==> src/rtl/transceiver_arbiter.sv <==
// transceiver_arbiter
//   Shares one outbound two-phase (req/ack/data) link channel between N
//   router-side senders using round-robin scheduling, one transfer in flight.
//   Each sender sees a private two-phase channel; the link sees one sender.
//
// Ports
//   clk       rising-edge clock
//   reset     asynchronous active-high reset
//   req_in    per-sender two-phase request (bit i = sender i)
//   ack_in    per-sender two-phase acknowledge
//   data_in   sender i data in bits [i*SIZE +: SIZE]
//   req_out   link two-phase request
//   ack_out   link two-phase acknowledge
//   data_out  link data, registered on the grant edge
//   busy      high while a transfer is in flight
//   grant     index of current/last granted sender
module transceiver_arbiter #(
  parameter int ID   = -1,
  parameter     PORT = "unknown",
  parameter int SIZE = 8,
  parameter int N    = 4,
  localparam int GW  = (N > 1) ? $clog2(N) : 1
) (
  input  logic              clk,
  input  logic              reset,
  input  logic [N-1:0]      req_in,
  output logic [N-1:0]      ack_in,
  input  logic [N*SIZE-1:0] data_in,
  output logic              req_out,
  input  logic              ack_out,
  output logic [SIZE-1:0]   data_out,
  output logic              busy,
  output logic [GW-1:0]     grant
);

  // ID and PORT only label the instance for debug; this empty block keeps
  // them referenced in the elaborated design.
  if (ID < -1 && $bits(PORT) == 0) begin : g_diag_label
  end

  typedef enum logic {
    S_IDLE,
    S_BUSY
  } state_t;

  state_t            state_q, state_d;
  logic              req_q, req_d;
  logic [N-1:0]      ack_q, ack_d;
  logic [SIZE-1:0]   data_q, data_d;
  logic [GW-1:0]     grant_q, grant_d;
  logic [GW-1:0]     ptr_q, ptr_d;

  logic [N-1:0]      pending;
  logic              any_pending;
  logic [GW-1:0]     sel;

  assign pending     = req_in ^ ack_q;
  assign any_pending = |pending;

  // First pending sender scanning ptr, ptr+1, ..., wrapping modulo N.
  always_comb begin
    logic          found;
    int unsigned   idx;
    logic [GW-1:0] idx_g;
    sel   = '0;
    found = 1'b0;
    idx   = 0;
    idx_g = '0;
    for (int unsigned k = 0; k < N; k++) begin
      idx = 32'(ptr_q) + k;
      if (idx >= N) idx = idx - N;
      idx_g = GW'(idx);
      if (!found && pending[idx_g]) begin
        found = 1'b1;
        sel   = idx_g;
      end
    end
  end

  always_comb begin
    state_d = state_q;
    req_d   = req_q;
    ack_d   = ack_q;
    data_d  = data_q;
    grant_d = grant_q;
    ptr_d   = ptr_q;
    unique case (state_q)
      S_IDLE: begin
        // ack_out is deliberately ignored here; a stray link toggle is only
        // seen once BUSY, where it completes that transfer immediately.
        if (any_pending) begin
          data_d  = data_in[sel*SIZE +: SIZE];
          req_d   = ~req_q;
          grant_d = sel;
          state_d = S_BUSY;
        end
      end
      S_BUSY: begin
        if (ack_out == req_q) begin
          ack_d[grant_q] = ~ack_q[grant_q];
          ptr_d          = (grant_q == GW'(N - 1)) ? '0 : grant_q + 1'b1;
          state_d        = S_IDLE;
        end
      end
      default: state_d = S_IDLE;
    endcase
  end

  always_ff @(posedge clk or posedge reset) begin
    if (reset) begin
      state_q <= S_IDLE;
      req_q   <= 1'b0;
      ack_q   <= '0;
      data_q  <= '0;
      grant_q <= '0;
      ptr_q   <= '0;
    end else begin
      state_q <= state_d;
      req_q   <= req_d;
      ack_q   <= ack_d;
      data_q  <= data_d;
      grant_q <= grant_d;
      ptr_q   <= ptr_d;
    end
  end

  assign req_out  = req_q;
  assign ack_in   = ack_q;
  assign data_out = data_q;
  assign grant    = grant_q;
  assign busy     = (state_q == S_BUSY);

endmodule
==> config.mk <==
export PLATFORM = sky130hd
export DESIGN_NAME = transceiver_arbiter
export DESIGN_NICKNAME = d
export VERILOG_FILES = /design/src/rtl/transceiver_arbiter.sv
export SDC_FILE = /design/constraint.sdc
export NUM_CORES = 1
export LEC_CHECK = 0
export CAP_MARGIN = 25
export CORE_AREA = 2 2 64 60
export DETAILED_ROUTE_END_ITERATION = 6
export DIE_AREA = 0 0 66 62
export PLACE_DENSITY = 0.7
export SYNTH_ARGS = -nofsm -noshare
export SYNTH_HDL_FRONTEND = slang
export SYNTH_SLANG_ARGS = --single-unit
==> constraint.sdc <==
create_clock -name clk -period 1.8 [get_ports clk]
set_input_delay 0.36 -clock clk [delete_from_list [all_inputs] [get_ports clk]]
set_output_delay 0.36 -clock clk [all_outputs]
set_load 0.02 [all_outputs]
# After elaboration in Yosys (flattened, before gate mapping)
# Cells that the tools add are included.
# word_totals
reg_bits,18
out_inout_bits,16
elab_cells,69
# classes
n_addsub,8
magnitude_cmp,10
eq_ne,2
shifts,1
muxes,28
bitwise_logic,4
reduce_logical,10
# op_table
op,n
32-bit by 6-bit indexed part select with 8-bit output,1
2-bit 2-to-1 mux,9
"2-bit by 3-bit < comparator with 1-bit output, second input constant",5
1-bit 2-to-1 mux,11
1-bit binary-select mux with 2-bit select,5
"3-bit >= comparator, second input constant",3
"2-bit by 1-bit subtractor with 2-bit output, second input constant",4
"2-bit by 2-bit adder with 3-bit output, second input constant",2
4-bit bitwise mux,1
1-bit logical AND,4
2-bit AND reduction,2
4-bit OR reduction,1
4-bit XOR,1
"2-bit by 1-bit adder with 3-bit output, second input constant",1
"2-bit by 3-bit >= comparator with 1-bit output, second input constant",1
1-bit logical NOT,3
1-bit inverter,3
"2-bit by 1-bit adder with 2-bit output, second input constant",1
1-bit demux with 2-bit select,1
"2-bit equality test, second input constant",1
"2-bit by 1-bit >= comparator with 1-bit output, second input constant",1
1-bit one-hot mux with 2 select lines,1
1-bit equality test,1

# Longest topological paths before layout
# Gate-level depths: netlist of the first run.
# depth
word_depth,15
ltp_mapped,8
depth_no_buf,6

# Worst setup path after synthesis of the first run
# OpenSTA, ideal clock, no wires.
# synth_path
kind,flip-flop to flip-flop
from,"register ack_q[1], in the netlist ack_in[1]"
to,"register data_q[1], in the netlist data_out[1]"
setup_time_ps,138
arrival_ps,1675
slack_ps,-13
path_stages_with_launch,8
synth_period_minus_slack_ps,1813
cell_sequence,dfrtp_1 -> xor2_1 -> mux2_2 -> o21ai_1 -> buf_6 -> buf_8 -> mux2i_1 -> o221ai_1
# synth_between
elab_chain_len,14
# synth_lines
element,line,rtl
from (decl),48,"logic [N-1:0] ack_q, ack_d;"
from (signal assigned),120,ack_q <= ack_d;
4-bit XOR *,57,assign pending = req_in ^ ack_q;
1-bit binary-select mux with 2-bit select,73,if (!found && pending[idx_g]) begin
1-bit 2-to-1 mux (not written as such),73,
1-bit 2-to-1 mux,73,
1-bit logical NOT,73,
1-bit logical AND,73,
1-bit 2-to-1 mux,73,
1-bit logical NOT,73,
1-bit logical AND,73,
1-bit 2-to-1 mux,73,
1-bit logical NOT,73,
1-bit logical AND,73,
2-bit 2-to-1 mux,73,
32-bit by 6-bit indexed part select with 8-bit output,92,data_d = data_in[sel*SIZE +: SIZE];
to (signal assigned),121,data_q <= data_d;
to (decl),49,"logic [SIZE-1:0] data_q, data_d;"
# Mark *: on every way between the ends. The rest lies on a longest branch, timed or not. The select of a mux whose other input is x is not followed.
# A chain may end at the register's enable or synchronous reset.

# Worst setup path after layout of the first run
# layout_path
from,"register ack_q[1], in the netlist ack_in[1]"
to,"register data_q[4], in the netlist data_out[4]"
# Same word-level chain as after synthesis.

==> results of run 1 <==
metal layers:
layer / track usage, % / up-vias
met3: 3.60 / 2
li1: - / 511
met5: 0 / -
met1: 20.4 / 534
met2: 26.8 / 30
met4: 5.54 / 0
cells in the final DEF (no fill, tap or decap), types with 5 or more instances in the layout:
| cell type | synthesis | routed |
|---|---|---|
| sky130_fd_sc_hd__dfrtp_1 | 18 | 17 |
| sky130_fd_sc_hd__o221ai_1 | 8 | 7 |
| sky130_fd_sc_hd__clkdlybuf4s50_1 | 0 | 50 |
| sky130_fd_sc_hd__buf_4 | 1 | 15 |
| sky130_fd_sc_hd__mux2i_1 | 16 | 12 |
| sky130_fd_sc_hd__nand2_1 | 12 | 12 |
| sky130_fd_sc_hd__inv_1 | 5 | 5 |
area by class of cell:
class	instances	area share (%)
Sequential cell	18	23.3
Multi-Input combinational cell	74	33.8
Inverter	5	0.968
Tap cell	46	2.97
Timing Repair Buffer	72	36.1
Clock buffer	4	2.84
worst register-to-register path, cell delays in order, from the launching register on:
cell	delay, ns
sky130_fd_sc_hd__dfrtp_2	0.45
sky130_fd_sc_hd__xor2_2	0.20
sky130_fd_sc_hd__mux2_4	0.28
sky130_fd_sc_hd__o21ai_4	0.20
sky130_fd_sc_hd__buf_6	0.19
sky130_fd_sc_hd__mux2i_1	0.21
sky130_fd_sc_hd__o221ai_1	0.14
power by group through the flow:
stage,Sequential [W],Combinational [W],Clock (W)
final,0.000797,0.00276,0.000334
after global routing,0.000824,0.00296,0.000368
after CTS,0.000789,0.00294,0.000345
after detailed placement,0.000795,0.00242,0
after global placement,0.000784,0.00236,0
after floorplan,0.00101,0.00133,0
stage by stage:
step	util, %	setup TNS [ns]	area, um2	setup WS [ns]	hold slack (ns)
global route	55.1	-0.427	1940	-0.0915	0.449
CTS	55.2	-0.151	1940	-0.0329	0.424
finish	55.1	-0.00701	1940	-0.00701	0.417
detailed placement	50.9	-4.49	1790	-0.505	0.472
floorplan	-	0	1120	0.0395	0.299
global placement	50.9	-4.21	1790	-0.466	0.468
what timing repair did:
| item | CTS | global route |
|---|---|---|
| resized for setup | 14 | 11 |
| endpoints found under the setup margin | 9 | 10 |
| cloned | 2 | 0 |
| setup buffers | 2 | 0 |
| pin swaps | 6 | 5 |
state kept, by name, indices dropped and copies added (netlist names):
name,flops
data_out,8
req_out,1
ack_in,4
busy,1
grant,2
ptr_q,2
logic make-up (layout without fill, tap and decap cells):
| logic type | Yosys count | after routing | share of synthesized area (%) |
|---|---|---|---|
| AO/OA/AOI/OAI | 27 | 27 | 16.3 |
| XOR/XNOR | 7 | 7 | 6.83 |
| adder cells (fa/ha/maj) | 4 | 4 | 4.48 |
| buffers and inverters | 11 | 81 | 7.05 |
| flip-flops | 18 | 18 | 40.3 |
| multiplexers | 19 | 19 | 18.4 |
| AND/OR/NAND/NOR | 17 | 17 | 6.61 |
path summary, 6_finish.rpt:
path | startpoint | to | depth (start not counted)
hold / removal | reset | ack_in[3] | 3
min in group clk | data_out[3] | data_out[3] | 2
setup reg to reg | ack_in[1] | data_out[4] | 6
hold reg to reg | data_out[3] | data_out[3] | 2
max in group asynchronous | reset | ack_in[1] | 3
setup / recovery | ack_in[1] | data_out[4] | 6
==> impl.org, run 1 <==
** Global routing
- Vias in the first global route :: 1061
- GRT overflow :: 0
- Antenna violations before repair :: 0
- Entering global routing, the biggest net connects 19 pins.
- First-pass GRT wire length :: 4930 um
- Overall global routing resource usage :: 15.9%

** Synth
- Top post-synthesis cells by area :: sky130_fd_sc_hd__dfrtp_1 (40%), sky130_fd_sc_hd__mux2i_1 (14%), sky130_fd_sc_hd__o221ai_1 (6.3%)
- The number of nets in the synthesized netlist is 146.
- Mean post-synth cell area :: 10.8 um2
- Of all cell types, the one taking the most synthesized area is sky130_fd_sc_hd__dfrtp_1.
- Instance count of the mapped netlist :: just over 100
- Among all flip-flop cells after synthesis, the most frequent one is sky130_fd_sc_hd__dfrtp_1.
- Yosys warning total :: 0
- The number of different library cells used by synthesis comes to 27.
- For this run, the register share of the synthesized area comes to 40.3%.
- Post-synth EDFFs :: 0
- Post-Synthesis Cell Area :: 1120 um2
- Share of synthesized registers carrying an async set or reset :: 100%
- Most common cell in the synthesized netlist :: sky130_fd_sc_hd__dfrtp_1
- Register bit total from synthesis :: 18
- In the synthesized netlist, the cells that appear most often are sky130_fd_sc_hd__dfrtp_1 (18), sky130_fd_sc_hd__mux2i_1 (16), sky130_fd_sc_hd__nand2_1 (12), sky130_fd_sc_hd__o221ai_1 (8).
- Of the post-synthesis cell area, the dominant cell type holds around 40%.

** Power and ir drop
- Proportion of power drawn by combinational gates :: between 70 and 80%
- Leakage power total :: 0.855 nW
- The design draws between 0.003 and 0.004 W.
- Net switching is 41.2% of the power.
- Dividing total power by cell area gives a power density of 2010 nW/um2.
- Internal power component :: 0.00229 W
- Peak supply drop :: 0.734 mV
- Part of the power in registers :: 20.5%
- Sw power :: about 0.0016 W
- Of the total power, the clock network draws 8.6%.

** Detailed routing
- In the final routed layout, each cell accounts on average for 14.7 um.
- Routed via count :: 1077
- Post-detailed-route count of antenna-violating nets :: 0
- After detailed routing, the met3 layer carries 140 um of wire.
- Routed metal-1 wire length :: 1300 um
- The highest layer touched by signal routing is met4.
- The detailed router finished its first iteration with 18 violations.
- Total wire length :: about 3200 um
- Met2 wire length :: around 1800 um
- After detailed routing, the number of remaining DRC violations is 0.
- Detailed-routing iteration count for the pre-antenna-repair pass :: 4
- In the routed layout, each cell is associated on average with a via count of 4.92.

** Timing
- Total count of max-transition violations in the final report :: 0
- The number of endpoints with negative hold slack in the final report is 0.
- In the post-route analysis, the smallest setup slack over all paths is -0.00701 ns.
- Worst Tran Pin Value :: approximately 0.37 ns
- Period utilization :: 100%
- Highest achievable clock rate :: 553 MHz
- After layout, the minimum clock period comes to 1.81 ns.
- Worst max-slew margin expressed relative to the limit :: 75.2%
- Clock skew on the completed layout was measured at approximately 0.0063 ns.
- Setup violations remaining at the end of the flow were counted as 1.
- Unrepaired setup endpoints after global routing :: true

** Floorplan
- Area enclosed by the die boundary :: about 4100 um2
- Core area :: roughly 3500 um2
- Number of ports placed on the die boundary :: 55
- Chip height :: 62 um
- Std cell rows :: 21
- The initial utilization of the core area, before any placement, comes to 31.7%.
- Measured along the x axis, the die boundary spans between 60 and 70 um.

** Worst setup path
- The worst setup path is launched from a flop.
- The worst setup path is of the reg2reg kind.
- Crit-path max FO :: 8
- Data on the critical path arrives at its endpoint at 1.93 ns.
- Chain of cells forming the critical path :: xor2_2 -> mux2_4 -> o21ai_4 -> buf_6 -> mux2i_1 -> o221ai_1
- Worst R2R Setup Slack :: -0.007 ns
- Worst path max stage delay :: 0.45 ns
- Type of element capturing the critical path :: flop
- Critical path data required time :: 1.93 ns
- On the critical path, the stage with the largest delay is an instance of sky130_fd_sc_hd__dfrtp_2.
- Among cell families on the critical path, the largest total delay comes from multiplexers.
- Buffers and inverters on the worst path :: 1

** Place
- In this run the tool buffered the top-level ports with 54 buffer cells.
- Gp weighted congestion :: around 0.74
- After legalization and detailed placement, the total HPWL measured 2420 um.
- Including well taps, the total number of placed cells is 213.

** Finish
- Footprint of the multi-input gates :: 656 um2
- Final net count :: 217
- 0 antenna diodes ended up in the layout.
- Fill cells :: 317
- Register area :: 452 um2
- Growth of design area from synthesis to finish :: 73.6%
- The post-route netlist has between 20% and 30% of its cells at a drive strength greater than 1.
- Finished Layout Cells :: 219

** Min path
- Class of the tightest hold or removal check :: in2async

** Clock network
- Number of buffers added by the clock tree synthesis step :: 3
- Reg clk slew, reported paths :: 0.07 ns
- H-tree depth :: 1
- Maximum clock path buffer count :: 2
- Hold repair after CTS inserted 0 buffers.
- TritonCTS built the clock tree.
- Clock tree synthesis selected as its root buffer the cell sky130_fd_sc_hd__clkbuf_8.
- Num Clock Sinks :: 18
- Worst skew pair latency :: 0.25 ns

** Flow run
- Max-capacitance violation count :: 0

** Status
- The run finished, with violations left.
- The final reports fail on negative setup slack.
Note: power is estimated with default switching activity, not from simulation.
==> inputs of run 2 (changes only) <==
--- a/config.mk
+++ b/config.mk
@@ -10,6 +10,7 @@
 export DETAILED_ROUTE_END_ITERATION = 6
 export DIE_AREA = 0 0 66 62
 export PLACE_DENSITY = 0.7
+export SKIP_CTS_REPAIR_TIMING = 1
 export SYNTH_ARGS = -nofsm -noshare
 export SYNTH_HDL_FRONTEND = slang
 export SYNTH_SLANG_ARGS = --single-unit
==> run 2 against run 1 <==
  * The run still ends with negative setup slack left
  * Sequential share of layout area down 0.76 points
  * Global-route usage down 1.0 points
  * Non-clock buffer count unchanged
  * Clock skew up 0.0027 ns
  * Register-to-register slack worse by 0.12 ns
  * Die area unchanged
  * Count of clock-buffer cells in the layout unchanged
  * Routed wire length up 6.3%
  * Largest cell class unchanged
==> impl.org, run 2 (synthesis results as in run 1) <==
** Status
- Run status :: finished with violations
- Violated checks :: negative setup slack

** Detailed routing
- Detailed-routing iteration count for the pre-antenna-repair pass :: 4
- Total wire length :: ~3400 um
- Routed via count :: 1074
- Initial DRC Count :: 42
- Post-detailed-route count of antenna-violating nets :: 0
- DRC Markers :: 0
- Dividing the detail-routed wire length by the instance count gives ~16 um.
- Number of vias per cell after detailed routing :: 4.90

** Floorplan
- Chip height :: between 60 and 70 um
- Row generation in the floorplan step produced 21 rows.
- Die boundary width :: 66 um
- Core area :: 3520 um2
- Area enclosed by the die boundary :: 4090 um2
- Number of ports placed on the die boundary :: 55
- The initial utilization of the core area, before any placement, comes to 31.7%.

** Timing
- Highest achievable clock rate :: 518 MHz
- Worst max-slew margin expressed relative to the limit :: around 75%
- The number of endpoints with negative hold slack in the final report is 0.
- In the final timing run, aggregate negative setup slack is -0.315 ns.
- At the pin with the least slew margin, the transition time is 0.375 ns.
- Once routing completed, OpenROAD measured the worst setup slack at -0.132 ns.
- Setup violators final :: 7
- The max-slew violation count came to 0.
- Period utilization :: 107%
- Subtracting the final worst setup slack from the clock period gives 1.93 ns.
- Worst Skew :: 0.00904 ns
- Setup repair after global routing could not meet its margin everywhere.

** Clock network
- For this design, the sink count on the clock tree is 18.
- H-tree depth :: 1
- Clock latency on the worst-skew pair, taken at its later pin, is about 0.26 ns.
- Buffers inserted during clock tree synthesis total 3.
- Root buf cell :: sky130_fd_sc_hd__clkbuf_8
- After clock tree synthesis, the clock-pin slew on the worst setup and hold paths is 0.08 ns.
- The longest clock path from root to sink contains 2 buffers.
- CTS tree :: done

** Finish
- Once layout is complete, the utilization of the core stands at 56.9%.
- Fraction of layout instances using a drive strength above 1 :: ~25%
- The net count of the finished layout is 217.
- After filler insertion, the fill cell instance count of the layout stands at 320.
- Most frequent standard cell in the layout excluding fill and tap cells :: sky130_fd_sc_hd__clkdlybuf4s50_1
- Max reg flops :: 8
- Footprint of the multi-input gates :: 688 um2
- Highest-count cells in the layout ignoring fill and taps :: sky130_fd_sc_hd__clkdlybuf4s50_1 (50), sky130_fd_sc_hd__dfrtp_1 (17), sky130_fd_sc_hd__buf_4 (15)
- Registers take 452 um2.
- The repair_antennas step left the layout with diodes totalling 0.
- Growth of design area from synthesis to finish :: 79.4%

** Worst setup path
- The critical path is of the reg2reg type.
- The worst setup path is captured at a flop.
- CP arrival :: 2.06 ns
- Worst path max stage delay :: 0.45 ns
- STA puts the critical path data required time at 1.92 ns.
- On the critical path, the stage with the largest delay is an instance of sky130_fd_sc_hd__dfrtp_2.
- Crit-path max FO :: 8
- The worst setup path is launched from a flop.
- The critical path goes through xor2_2 -> mux2_4 -> o21ai_4 -> clkbuf_16 -> mux2i_1 -> o221ai_2.

** Global routing
- Vias in the first global route :: 1028
- Global routing used 14.9% of the available tracks.
- Entering global routing, the biggest net connects 19 pins.
- GRT overflow :: 0
- First-pass GRT wire length :: 4650 um
- The initial antenna violation count came to 0.

** Power and ir drop
- Leakage power total :: 0.882 nW
- Power spread over the standard cell area amounts to a little over 2000 nW/um2.
- Across the VDD grid, the largest voltage drop is 0.753 mV.

** Place
- Setup WS pre-CTS :: -0.505 ns
- The congestion estimate from routability-driven global placement came to 0.736.
- Buffers placed on the I/O ports in this run total 54.
- Half-perimeter wire length after placement :: between 2000 and 2500 um

** Min path
- The min-delay analysis places its worst path in the category in2async.

** Flow run
- Max-capacitance violation count :: 0
run 2: cell count changes in the layout (fill, tap and decap cells not counted), sizes merged:
cell,previous run,this run
buf,18,16
clkbuf,4,6
dlygate4sd2,1,0
clkdlybuf4s15,1,0
dlymetal6s2s,2,4
run 2: layout make-up:
cell class,count,area share (%)
clock buffers,4,2.75
inverters,5,0.936
multi-input cells,74,34.3
flip-flops and latches,18,22.5
well taps,46,2.87
repair buffers,72,36.6
run 2: metrics by stage:
step	total power (W)	hold slack (ns)	area (um2)	std cells
floorplan	0.00235	0.299	1120	103
global placement	0.00314	0.468	1790	213
detailed placement	0.00322	0.472	1790	213
CTS	0.00357	0.424	1850	217
global route	0.00440	0.449	2000	219
finish	0.00415	0.413	2000	219
run 2: worst paths after layout:
check	depth (start not counted)	to	startpoint	slack [ns]
setup / recovery	6	data_out[7]	ack_in[1]	-0.13
hold / removal	3	ack_in[3]	reset	0.41
setup reg to reg	6	data_out[7]	ack_in[1]	-0.13
hold reg to reg	2	data_out[3]	data_out[3]	0.50
max in group asynchronous	3	ack_in[1]	reset	1.17
min in group clk	2	data_out[3]	data_out[3]	0.50
run 2: worst max-delay path, delay by kind of cell (launching register included):
| family | cells | cell delay [ns] |
|---|---|---|
| AO/OA/AOI/OAI | 2 | 0.40 |
| XOR/XNOR | 1 | 0.16 |
| buffers and inverters | 1 | 0.22 |
| flip-flops | 1 | 0.45 |
| multiplexers | 2 | 0.56 |
run 2: report_power, final:
part           switching [W]  internal (W)  total, W
Combinational        0.00138       0.00164   0.00302
Sequential          0.000169      0.000623  0.000792
Clock               0.000146      0.000195  0.000341
run 2: metal layers:
metal | share of wire, % | wire length, um | up-vias | track usage, %
li1 | - | - | 515 | -
met1 | 41 | 1410 | 535 | 18.5
met2 | 55 | 1880 | 20 | 26.0
met3 | 2.9 | 100 | 4 | 3.42
met4 | 1.1 | 38 | 0 | 4.96
met5 | 0 | 0 | - | 0
==> inputs of run 3 (changes only) <==
--- a/config.mk
+++ b/config.mk
@@ -14,3 +14,4 @@
 export SYNTH_ARGS = -nofsm -noshare
 export SYNTH_HDL_FRONTEND = slang
 export SYNTH_SLANG_ARGS = --single-unit
+export TNS_END_PERCENT = 20
==> run 3 against run 2 <==
  * Combinational power shrank 4%
  * Flip-flop and latch count unchanged
  * Largest cell class unchanged
  * Cell count unchanged
  * The flow still finishes with violations (negative setup slack)
  * Critical path depth unchanged
  * Design area is 1.1% lower
  * Worst setup slack better by 0.097 ns
  * Utilization down 0.64 points
  * Non-clock buffer count did not move
==> impl.org, run 3 (synthesis results as in run 1) <==
** Floorplan
- In this run the horizontal extent of the chip is 66 um.
- Std cell rows :: 21
- Core area :: 3520 um2
- The initial utilization of the core area, before any placement, comes to a little under a third.
- For this design the top-level I/O count stands at 55.
- Chip height :: 62 um
- The die covers 4090 um2.

** Status
- The run finished, with violations left.
- The final reports fail on negative setup slack.

** Timing
- Worst max-slew margin expressed relative to the limit :: 75.2%
- Unrepaired setup endpoints after global routing :: true
- The max-slew violation count was 0.
- Of the available clock period, the critical path in the final layout requires 102%.
- For the pin with the worst max-slew slack, the measured transition is 0.369 ns.
- Clock skew on the completed layout was measured at a little under 0.007 ns.
- Shortest period the worst path allows :: approximately 1.8 ns
- Final WS setup :: -0.0345 ns
- Timing would allow up to around 550 MHz.
- Final number of hold-violating endpoints :: 0
- Setup violations remaining at the end of the flow were counted as 5.
- Final hold analysis gives a worst-case slack of 0.419 ns.

** Finish
- The library cell used most frequently in the layout, excluding fill and tap cells, is sky130_fd_sc_hd__clkdlybuf4s50_1.
- Growth of design area from synthesis to finish :: 77.4%
- Final Util :: 56.3%
- The register with the most flip-flops in the layout has 8 of them.
- Counting the fill cells in the layout gives 320.
- Final net count :: around 220
- In the final layout, the multi-input gates occupy 666 um2.
- Register area :: approximately 450 um2
- In the layout the commonest cells are sky130_fd_sc_hd__clkdlybuf4s50_1 (50), sky130_fd_sc_hd__dfrtp_1 (17), sky130_fd_sc_hd__buf_4 (15).
- Fraction of layout instances using a drive strength above 1 :: 23.1%
- Number of antenna cells inserted :: 0
- The count of cells in the finished layout, fillers not included, comes to between 200 and 250.

** Power and ir drop
- The share of total power dissipated in the clock network is 8.3%.
- In this run the power spent charging and discharging nets is 0.00162 W.
- In this run, flip-flops and latches consume between 10% and 20% of the power.
- Switch share :: 40.1%
- Internal power component :: around 0.0024 W
- Final Power :: 0.00404 W
- Power spread over the standard cell area amounts to 2040 nW/um2.
- Across the VDD grid, the largest voltage drop is 0.755 mV.
- Summed over all cells, the static leakage comes to a little under 0.9 nW.
- Proportion of power drawn by combinational gates :: 72.1%

** Detailed routing
- The detailed router put a total of 1350 um of wire on met1.
- Detailed routing placed a total of approximately 94 um of wire on met3.
- Total wire length :: 3250 um
- Routed via count :: around 1100
- The first routing iteration left 37 violations.
- Met2 wire length :: about 1800 um
- Per-cell routed wire length :: 14.8 um
- Using the TritonRoute via totals, the vias-per-cell ratio works out to 4.84.
- Detailed-routing iteration count for the pre-antenna-repair pass :: 4
- Post-detailed-route count of antenna-violating nets :: 0
- The detailed router used layers up to and including met4.
- DRC Markers :: 0

** Clock network
- Number of buffers added by the clock tree synthesis step :: 3
- Root buf cell :: sky130_fd_sc_hd__clkbuf_8
- The clock passes through at most 2 buffers.
- CTS tree :: done
- The tree built by TritonCTS fans out to 18 sinks.
- After clock tree synthesis, the clock-pin slew on the worst setup and hold paths is approximately 0.070 ns.
- For the worst-skew pair, the clock arrives at the later sink with an insertion delay of 0.25 ns.
- H-tree depth :: 1

** Min path
- Class of the tightest hold or removal check :: in2async

** Flow run
- Max-capacitance violation count :: 0

** Worst setup path
- For this run, the slowest stage of the critical path takes 0.45 ns.
- CP Class :: reg2reg
- The signal on the critical path passes through xor2_2 -> mux2_4 -> o21ai_4 -> clkbuf_16 -> mux2i_1 -> o221ai_1.
- For the worst setup path, the data arrival time is between 1.5 and 2 ns.
- In this run the worst path has a maximum fanout of 8.
- Cell class contributing the biggest share of worst-path delay :: multiplexers
- For this design, the slowest cell found on the critical path is sky130_fd_sc_hd__dfrtp_2.
- The worst setup path is captured at a flop.
- The worst setup path is launched from a flop.
- Buffers and inverters on the worst path :: 1
- For the worst setup path, the data required time is 1.92 ns.

** Global routing
- Vias in the first global route :: 1028
- GRT overflow :: 0
- Antenna violations before repair :: 0
- Pin count of the biggest net entering global routing :: 19
- Overall global routing resource usage :: between 10% and 20%
- First-pass GRT wire length :: 4650 um

** Place
- Port Buffers :: 54
- After detailed placement, the design holds a cell count of 213.
- Once detailed placement completed, the half-perimeter wirelength came to about 2400 um.
- Gp weighted congestion :: 0.736
-- run 3: per-layer routing --
layer | GRT usage, % | up-vias
met5 | 0 | -
li1 | - | 511
met4 | 4.96 | 0
met1 | 18.5 | 523
met2 | 26.0 | 21
met3 | 3.42 | 4
-- run 3: metrics by stage --
step | setup slack (ns) | TNS [ns] | area (um2)
finish | -0.0345 | -0.117 | 1980
CTS | -0.239 | -1.91 | 1850
global route | -0.144 | -0.693 | 1980
floorplan | 0.0395 | 0 | 1120
detailed placement | -0.505 | -4.49 | 1790
global placement | -0.466 | -4.21 | 1790
-- run 3: power groups by stage --
stage / sequential, W / clock [W] / combinational, W
floorplan: 0.00101 / 0 / 0.00133
global route: 0.000819 / 0.000368 / 0.00312
detailed placement: 0.000795 / 0 / 0.00242
global placement: 0.000784 / 0 / 0.00236
finish: 0.000790 / 0.000334 / 0.00291
CTS: 0.000788 / 0.000345 / 0.00244
-- run 3: final timing paths --
path | startpoint | endpoint | depth (start not counted) | slack (ns)
setup / recovery | ack_in[1] | data_out[4] | 6 | -0.03
hold / removal | reset | ack_in[3] | 3 | 0.42
setup reg to reg | ack_in[1] | data_out[4] | 6 | -0.03
hold reg to reg | data_out[3] | data_out[3] | 2 | 0.50
max in group asynchronous | reset | ack_in[1] | 3 | 1.16
min in group clk | data_out[3] | data_out[3] | 2 | 0.50
-- run 3: layout make-up --
cell class / instances / area share [%]
sequential: 18 / 22.8
tap: 46 / 2.90
inverter: 5 / 0.947
timing repair buffer: 72 / 37.0
multi-input combinational: 74 / 33.6
clock buffer: 4 / 2.78
-- run 3: tightest hold or removal path: cells and delay by family --
family / cells / cell delay (ns)
buf+inv: 3 / 0.69
